===== config.mk =====
export PLATFORM = sky130hd
export DESIGN_NAME = uart_rx_buf
export DESIGN_NICKNAME = d
export VERILOG_FILES = /design/src/rtl/uart_rx_buf.sv
export SDC_FILE = /design/constraint.sdc
export NUM_CORES = 1
export LEC_CHECK = 0
export BUFFER_PORTS_ARGS = -buffer_cell sky130_fd_sc_hd__buf_2
export CAP_MARGIN = 30
export CORE_ASPECT_RATIO = 1.75
export CORE_MARGIN = 10
export CORE_UTILIZATION = 45
export CTS_CLUSTER_DIAMETER = 30
export DETAILED_ROUTE_END_ITERATION = 10
export GPL_TIMING_DRIVEN = 0
export SLEW_MARGIN = 20
export SYNTH_ARGS = -nofsm -noshare
export SYNTH_HDL_FRONTEND = slang
export SYNTH_SLANG_ARGS = --single-unit

===== constraint.sdc =====
create_clock -name clk -period 6.53 [get_ports clk]
set_clock_uncertainty 0.15 [all_clocks]
set_input_delay 1.306 -clock clk [delete_from_list [all_inputs] [get_ports clk]]
set_output_delay 1.306 -clock clk [all_outputs]
set_load 0.005 [all_outputs]

===== src/rtl/uart_rx_buf.sv =====
// uart_rx_buf: buffered 8N1 UART receiver.
// The rx line is synchronised and framed with mid-bit sampling. Good bytes
// land in a small FIFO that is drained through rdreq/q/empty/full. Framing
// errors and dropped bytes are reported on sticky flags, which clr clears.

module uart_rx_buf #(
    parameter int CLK_FREQ = 50_000_000,
    parameter int BAUD     = 9600,
    parameter int DEPTH    = 8
) (
    input  logic       clk,
    input  logic       rst,        // asynchronous, active low
    input  logic       rx,
    input  logic       rdreq,
    input  logic       clr,
    output logic [7:0] q,
    output logic       empty,
    output logic       full,
    output logic       irq,
    output logic       frame_err,
    output logic       overrun
);

    // ------------------------------------------------------------------
    // Derived constants
    // ------------------------------------------------------------------
    localparam int BIT_CNT = CLK_FREQ / BAUD;
    localparam int TW      = $clog2(BIT_CNT + 1);
    localparam int AW      = $clog2(DEPTH);
    localparam int PW      = AW + 1;

    // The timer counts down. A value loaded with N-1 expires N cycles later,
    // which places every sample exactly N edges after the previous reload.
    localparam logic [TW-1:0] BIT_LOAD  = TW'(BIT_CNT - 1);
    localparam logic [TW-1:0] HALF_LOAD = TW'((BIT_CNT / 2) - 1);
    localparam logic [TW-1:0] T_ZERO    = {TW{1'b0}};
    localparam logic [TW-1:0] T_ONE     = {{(TW-1){1'b0}}, 1'b1};
    localparam logic [PW-1:0] PTR_ZERO  = {PW{1'b0}};
    localparam logic [PW-1:0] PTR_ONE   = {{AW{1'b0}}, 1'b1};

    typedef enum logic [2:0] {
        ST_IDLE  = 3'd0,
        ST_START = 3'd1,
        ST_DATA  = 3'd2,
        ST_STOP  = 3'd3,
        ST_BREAK = 3'd4
    } state_t;

    // ------------------------------------------------------------------
    // State
    // ------------------------------------------------------------------
    logic          rx_meta_r;     // first synchroniser stage
    logic          rx_sync_r;     // second synchroniser stage (rxs)
    logic          rx_prev_r;     // rxs one cycle ago, for falling-edge detect
    state_t        state_r;
    logic [TW-1:0] timer_r;
    logic [2:0]    bit_idx_r;
    logic [7:0]    shift_r;
    logic [7:0]    mem_r [DEPTH];
    logic [PW-1:0] wptr_r;
    logic [PW-1:0] rptr_r;

    // ------------------------------------------------------------------
    // Combinational control
    // ------------------------------------------------------------------
    logic          tick_s;        // bit timer has expired this cycle
    logic          start_s;       // falling edge on rxs while idle
    logic          push_s;        // stop bit good: byte is ready to store
    logic          fe_set_s;      // stop bit low: framing error event
    logic          pop_s;         // accepted read
    logic          wr_ok_s;       // byte actually written into the FIFO
    logic          drop_s;        // byte lost to a full FIFO
    logic [PW-1:0] wptr_nxt_s;
    logic [PW-1:0] rptr_nxt_s;

    // Decode start/stop events and the FIFO push/pop decisions.
    always_comb begin
        tick_s     = 1'b0;
        start_s    = 1'b0;
        push_s     = 1'b0;
        fe_set_s   = 1'b0;
        pop_s      = 1'b0;
        wr_ok_s    = 1'b0;
        drop_s     = 1'b0;
        wptr_nxt_s = wptr_r;
        rptr_nxt_s = rptr_r;

        tick_s = (timer_r == T_ZERO);

        if (state_r == ST_IDLE) begin
            start_s = rx_prev_r & ~rx_sync_r;
        end else begin
            start_s = 1'b0;
        end

        if ((state_r == ST_STOP) && tick_s) begin
            push_s   = rx_sync_r;
            fe_set_s = ~rx_sync_r;
        end else begin
            push_s   = 1'b0;
            fe_set_s = 1'b0;
        end

        pop_s = rdreq & ~empty;

        // A pop on the same edge frees the slot the push needs, so a full
        // FIFO still accepts the byte in that case.
        if (push_s) begin
            if (!full || pop_s) begin
                wr_ok_s = 1'b1;
            end else begin
                drop_s = 1'b1;
            end
        end else begin
            wr_ok_s = 1'b0;
            drop_s  = 1'b0;
        end

        if (wr_ok_s) begin
            wptr_nxt_s = wptr_r + PTR_ONE;
        end else begin
            wptr_nxt_s = wptr_r;
        end

        if (pop_s) begin
            rptr_nxt_s = rptr_r + PTR_ONE;
        end else begin
            rptr_nxt_s = rptr_r;
        end
    end

    // ------------------------------------------------------------------
    // Sequential logic
    // ------------------------------------------------------------------

    // Two-flop synchroniser plus history flop; idle-high reset avoids a false start.
    always_ff @(posedge clk or negedge rst) begin
        if (!rst) begin
            rx_meta_r <= 1'b1;
            rx_sync_r <= 1'b1;
            rx_prev_r <= 1'b1;
        end else begin
            rx_meta_r <= rx;
            rx_sync_r <= rx_meta_r;
            rx_prev_r <= rx_sync_r;
        end
    end

    // Receive framing FSM with a shared bit timer reloaded on each sample.
    always_ff @(posedge clk or negedge rst) begin
        if (!rst) begin
            state_r   <= ST_IDLE;
            timer_r   <= T_ZERO;
            bit_idx_r <= 3'd0;
            shift_r   <= 8'h00;
        end else begin
            case (state_r)
                ST_IDLE: begin
                    if (start_s) begin
                        state_r <= ST_START;
                        timer_r <= HALF_LOAD;
                    end else begin
                        timer_r <= T_ZERO;
                    end
                end
                ST_START: begin
                    if (tick_s) begin
                        if (!rx_sync_r) begin
                            state_r   <= ST_DATA;
                            bit_idx_r <= 3'd0;
                            timer_r   <= BIT_LOAD;
                        end else begin
                            // Line went back high before mid-bit: a glitch.
                            state_r <= ST_IDLE;
                            timer_r <= T_ZERO;
                        end
                    end else begin
                        timer_r <= timer_r - T_ONE;
                    end
                end
                ST_DATA: begin
                    if (tick_s) begin
                        shift_r <= {rx_sync_r, shift_r[7:1]};
                        timer_r <= BIT_LOAD;
                        if (bit_idx_r == 3'd7) begin
                            state_r <= ST_STOP;
                        end else begin
                            bit_idx_r <= bit_idx_r + 3'd1;
                        end
                    end else begin
                        timer_r <= timer_r - T_ONE;
                    end
                end
                ST_STOP: begin
                    if (tick_s) begin
                        timer_r <= T_ZERO;
                        if (rx_sync_r) begin
                            state_r <= ST_IDLE;
                        end else begin
                            // Hold off until the line recovers so a long
                            // low (break) yields only one framing error.
                            state_r <= ST_BREAK;
                        end
                    end else begin
                        timer_r <= timer_r - T_ONE;
                    end
                end
                ST_BREAK: begin
                    timer_r <= T_ZERO;
                    if (rx_sync_r) begin
                        state_r <= ST_IDLE;
                    end else begin
                        state_r <= ST_BREAK;
                    end
                end
                default: begin
                    state_r   <= ST_IDLE;
                    timer_r   <= T_ZERO;
                    bit_idx_r <= 3'd0;
                end
            endcase
        end
    end

    // FIFO storage: write the completed byte at the write pointer.
    always_ff @(posedge clk or negedge rst) begin
        if (!rst) begin
            for (int i = 0; i < DEPTH; i++) begin
                mem_r[i] <= 8'h00;
            end
        end else begin
            if (wr_ok_s) begin
                mem_r[wptr_r[AW-1:0]] <= shift_r;
            end
        end
    end

    // FIFO pointers, registered status flags, read data and push strobe.
    always_ff @(posedge clk or negedge rst) begin
        if (!rst) begin
            wptr_r <= PTR_ZERO;
            rptr_r <= PTR_ZERO;
            q      <= 8'h00;
            empty  <= 1'b1;
            full   <= 1'b0;
            irq    <= 1'b0;
        end else begin
            wptr_r <= wptr_nxt_s;
            rptr_r <= rptr_nxt_s;
            // Flags are computed from the next pointers so they are
            // correct on the cycle after every push or pop.
            empty  <= (wptr_nxt_s == rptr_nxt_s);
            full   <= (wptr_nxt_s[AW] != rptr_nxt_s[AW]) &&
                      (wptr_nxt_s[AW-1:0] == rptr_nxt_s[AW-1:0]);
            irq    <= wr_ok_s;
            if (pop_s) begin
                // Reads the old slot contents even if a write hits the
                // same slot on this edge, so the oldest byte comes out.
                q <= mem_r[rptr_r[AW-1:0]];
            end
        end
    end

    // Sticky error flags; a new error event wins over a coincident clr.
    always_ff @(posedge clk or negedge rst) begin
        if (!rst) begin
            frame_err <= 1'b0;
            overrun   <= 1'b0;
        end else begin
            if (fe_set_s) begin
                frame_err <= 1'b1;
            end else if (clr) begin
                frame_err <= 1'b0;
            end
            if (drop_s) begin
                overrun <= 1'b1;
            end else if (clr) begin
                overrun <= 1'b0;
            end
        end
    end

endmodule


==> impl_metrics.tcl <==
set metrics [dict create \
    core_area_sq_um 11900 \
    cp-startpoint "rdreq" \
    final_common_cell "dfrtp_1" \
    yosys_register_bits 115 \
    cp_top_family "simple AND/OR/NAND/NOR gates" \
    setup_viol_count_final 0 \
    final_area_sq_um 6360 \
    pwr-share-clk 0.410 \
    clock_sinks 115 \
    die_area_sq_um 17100 \
    crit_slowest_cell "nor4b_4" \
    placed_cell_area_sq_um 5760 \
    stdcell_count 594 \
    powerDensity_nw_per_um2 356 \
    htreeDepth 4 \
    synth_top_area_cell "dfrtp_1" \
    end_kind "register" \
    finalMaxSlewViolations 0 \
    dr.pass1.iters 4 \
    grt.overflow.total 0 \
    std_cell_rows 53 \
    critPathCapture "mem_r[44]" \
    area_growth_pct 16.5 \
    grt_pass1_wl_um 19200 \
    cts_tree "yes" \
    grt_pass1_vias 3613 \
    clock_path_buffers 2 \
    p_leak_uw 0.00293 \
    seqPwrFrac 0.369 \
    hold_buffers 0 \
    r2r_start "timer_r[0]" \
    power_switching_share 0.290 \
    intPower_uw 1610 \
    cts_root_buffer "clkbuf_16" \
    worst_ep_required_time_ns 6.66 \
    grt_usage 0.146 \
    ys_warn_count 0 \
    dieWidth_um 103 \
    synth_ff_type "dfrtp_1" \
    worstMarginPinSlew_ns 0.814 \
    synthArstFlopShare 1.00 \
    ff2ff_path_depth 8 \
    portBuffers 17 \
    drt_iter0_drc 149 \
    hold_class "register to register" \
    final_cell_mix "dfrtp_1 (111), mux2_2 (72), nand2_1 (19)" \
    comb_power_share 0.220 \
    drt_wl_total_um 11500 \
    postSynthAreaPerCell_sq_um 13.4 \
    viasPerCell 5.59 \
    wl_per_cell_um 19.4 \
    cts.clk_slew.worst_paths_ns 0.05 \
    num-fill-cells 1030 \
    dp_cells 562 \
    gp_congestion 0.755 \
    final_core_util 0.533 \
    hold_violations 0 \
    cp_num_buf_inv 2 \
    synth_top_area_share 0.509 \
    fmaxAchievable_mhz 309 \
    rrSetupSlack_ns 3.49 \
    rsz0062_at_grt "false" \
    cts_setup_buffers 0 \
    cp-start-kind "input pin" \
    cp.depth 7 \
    route.detailed.drc 0 \
    synth_cell_types 56 \
    antenna_cells 0 \
    synthTopCellsByArea "dfrtp_1 (51%), mux2_2 (15%), mux4_2 (7.4%)" \
    dp.final_hpwl_um 7990 \
    status "complete, no violations" \
    ant_nets 0 \
    synthCells 406 \
    antenna_found_initial 0 \
    clk_latency_ns 0.41 \
    timing.rr.end "mem_r[44]" \
    start_util 0.457 \
    synth-seq-area-share 0.528 \
    fin_nets 455 \
    synth_edf_count 0 \
    fp.dieH_um 166 \
    drv_cap 0 \
    grt_max_degree 84 \
    cts_buffers 17 \
    vdd_drop_max_uv 165 \
    crit_path_cell_trace "buf_2 > nand2b_1 > a21boi_0 > nand4_4 > buf_6 > nor4b_4 > mux2_2" \
    min_period_ns 3.24 \
    p_sw_uw 657 \
    slew_headroom 0.455 \
    drive_above_1_share 0.346 \
    critPathMaxStageDelay_ns 0.67 \
    finalSetupTns_ns 0 \
    path_class "input pin to register" \
    crit_path_max_fanout 10 \
    num_io_pins 18 \
    vias 3322 \
    worstPathArrival_ns 3.37 \
    fin_crit_sh 0.495 \
    syn-cell-area_sq_um 5460 \
    synth_nets 417 \
    cts-resized-gates 0 \
]
[metal layers]
layer | wire [um] | part of all wire | GRT usage | vias to the layer above
met1 | 4510 | 0.39 | 0.162 | 1723
met2 | 6540 | 0.57 | 0.259 | 37
met4 | 172 | 0.015 | 0.0535 | 0
met5 | 0 | 0 | 0 | -
li1 | - | - | - | 1545
met3 | 322 | 0.028 | 0.0350 | 17
[worst register-to-register path, delay by kind of cell (launching register included)]
kind                       cells  cell delay [ns]
DFF                            1             0.38
and+or+nand+nor                4             1.47
adders and majority gates      1             0.19
buffers and inverters          2             0.32
muxes                          1             0.41
[stage by stage]
step | total power [uW] | hold WS [ns] | worst slack [ns]
final | 2270 | 0.211 | 3.29
after global placement | 1330 | 0.198 | 2.68
after global routing | 2380 | 0.216 | 3.17
after CTS | 2300 | 0.212 | 3.29
after floorplan | 1200 | 0.195 | 3.42
after detailed placement | 1360 | 0.205 | 2.87
[worst min path at each step]
| stage | startpoint | to | cells after the start | slack [ns] |
|---|---|---|---|---|
| floorplan | rx_meta_r | rx_sync_r | 0 | 0.20 |
| global placement | rx_meta_r | rx_sync_r | 0 | 0.20 |
| detailed placement | rx_meta_r | rx_sync_r | 0 | 0.20 |
| CTS | rx_meta_r | rx_sync_r | 0 | 0.21 |
| global route | rx_meta_r | rx_sync_r | 0 | 0.22 |
| finish | rx_meta_r | rx_sync_r | 0 | 0.21 |
[power groups by stage]
stage	Sequential [uW]	Combinational, uW	Clock [uW]
finish	837	500	930
global route	845	553	983
detailed placement	848	508	0
floorplan	835	369	0
CTS	836	510	950
global placement	845	484	0
[Yosys cell counts, types with 2 or more instances]
| library cell | instances |
|---|---|
| buf_1 | 7 |
| nor2b_1 | 2 |
| inv_1 | 10 |
| buf_2 | 2 |
| nand2_1 | 19 |
| ha_1 | 6 |
| mux2i_1 | 10 |
| nand3_1 | 6 |
| nor3b_1 | 2 |
| dfrtp_1 | 111 |
| nand4_1 | 3 |
| o22ai_1 | 2 |
| o21bai_1 | 3 |
| o211ai_1 | 2 |
| nor4b_4 | 4 |
| clkbuf_1 | 13 |
| nor3_4 | 2 |
| xnor2_1 | 12 |
| a21oi_1 | 9 |
| nand3b_1 | 2 |
| nand2b_1 | 3 |
| or2_2 | 3 |
| mux4_2 | 18 |
| mux2_2 | 72 |
| xor2_1 | 8 |
| or4_1 | 2 |
| nor3_1 | 5 |
| and2_1 | 3 |
| o21ai_0 | 18 |
| dfstp_2 | 4 |
| nor2_1 | 15 |
| or3_1 | 4 |
[kinds of logic (layout without fill, tap and decap cells)]
family / Yosys count / in the layout / share of synthesized area
flops: 115 / 115 / 0.528
simple gates: 86 / 86 / 0.108
compound gates: 43 / 43 / 0.0461
mux: 101 / 101 / 0.243
buf+inv: 34 / 85 / 0.0252
fa+ha+maj: 6 / 6 / 0.0137
xor+xnor: 21 / 21 / 0.0362
[registers in the layout, summed over array words and instances (netlist names)]
register   count
rx_prev_r      1
timer_r       13
rx_meta_r      1
q              8
overrun        1
wptr_r         4
shift_r        8
irq            1
mem_r         64
bit_idx_r      3
full           1
rptr_r         4
frame_err      1
state_r        3
rx_sync_r      1
empty          1
[final cells by class]
type | instances | area (sq um) | share of cell area
clock inverters | 9 | 129 | 0.0203
multi-input cells | 257 | 2440 | 0.384
repair buffers | 19 | 130 | 0.0205
clock buffers | 23 | 468 | 0.0736
flip-flops and latches | 115 | 2880 | 0.453
plain buffers | 23 | 96.3 | 0.0152
well taps | 137 | 171 | 0.0270
inverters | 11 | 41.3 | 0.00649
Note: power is estimated with default switching activity, not from simulation.
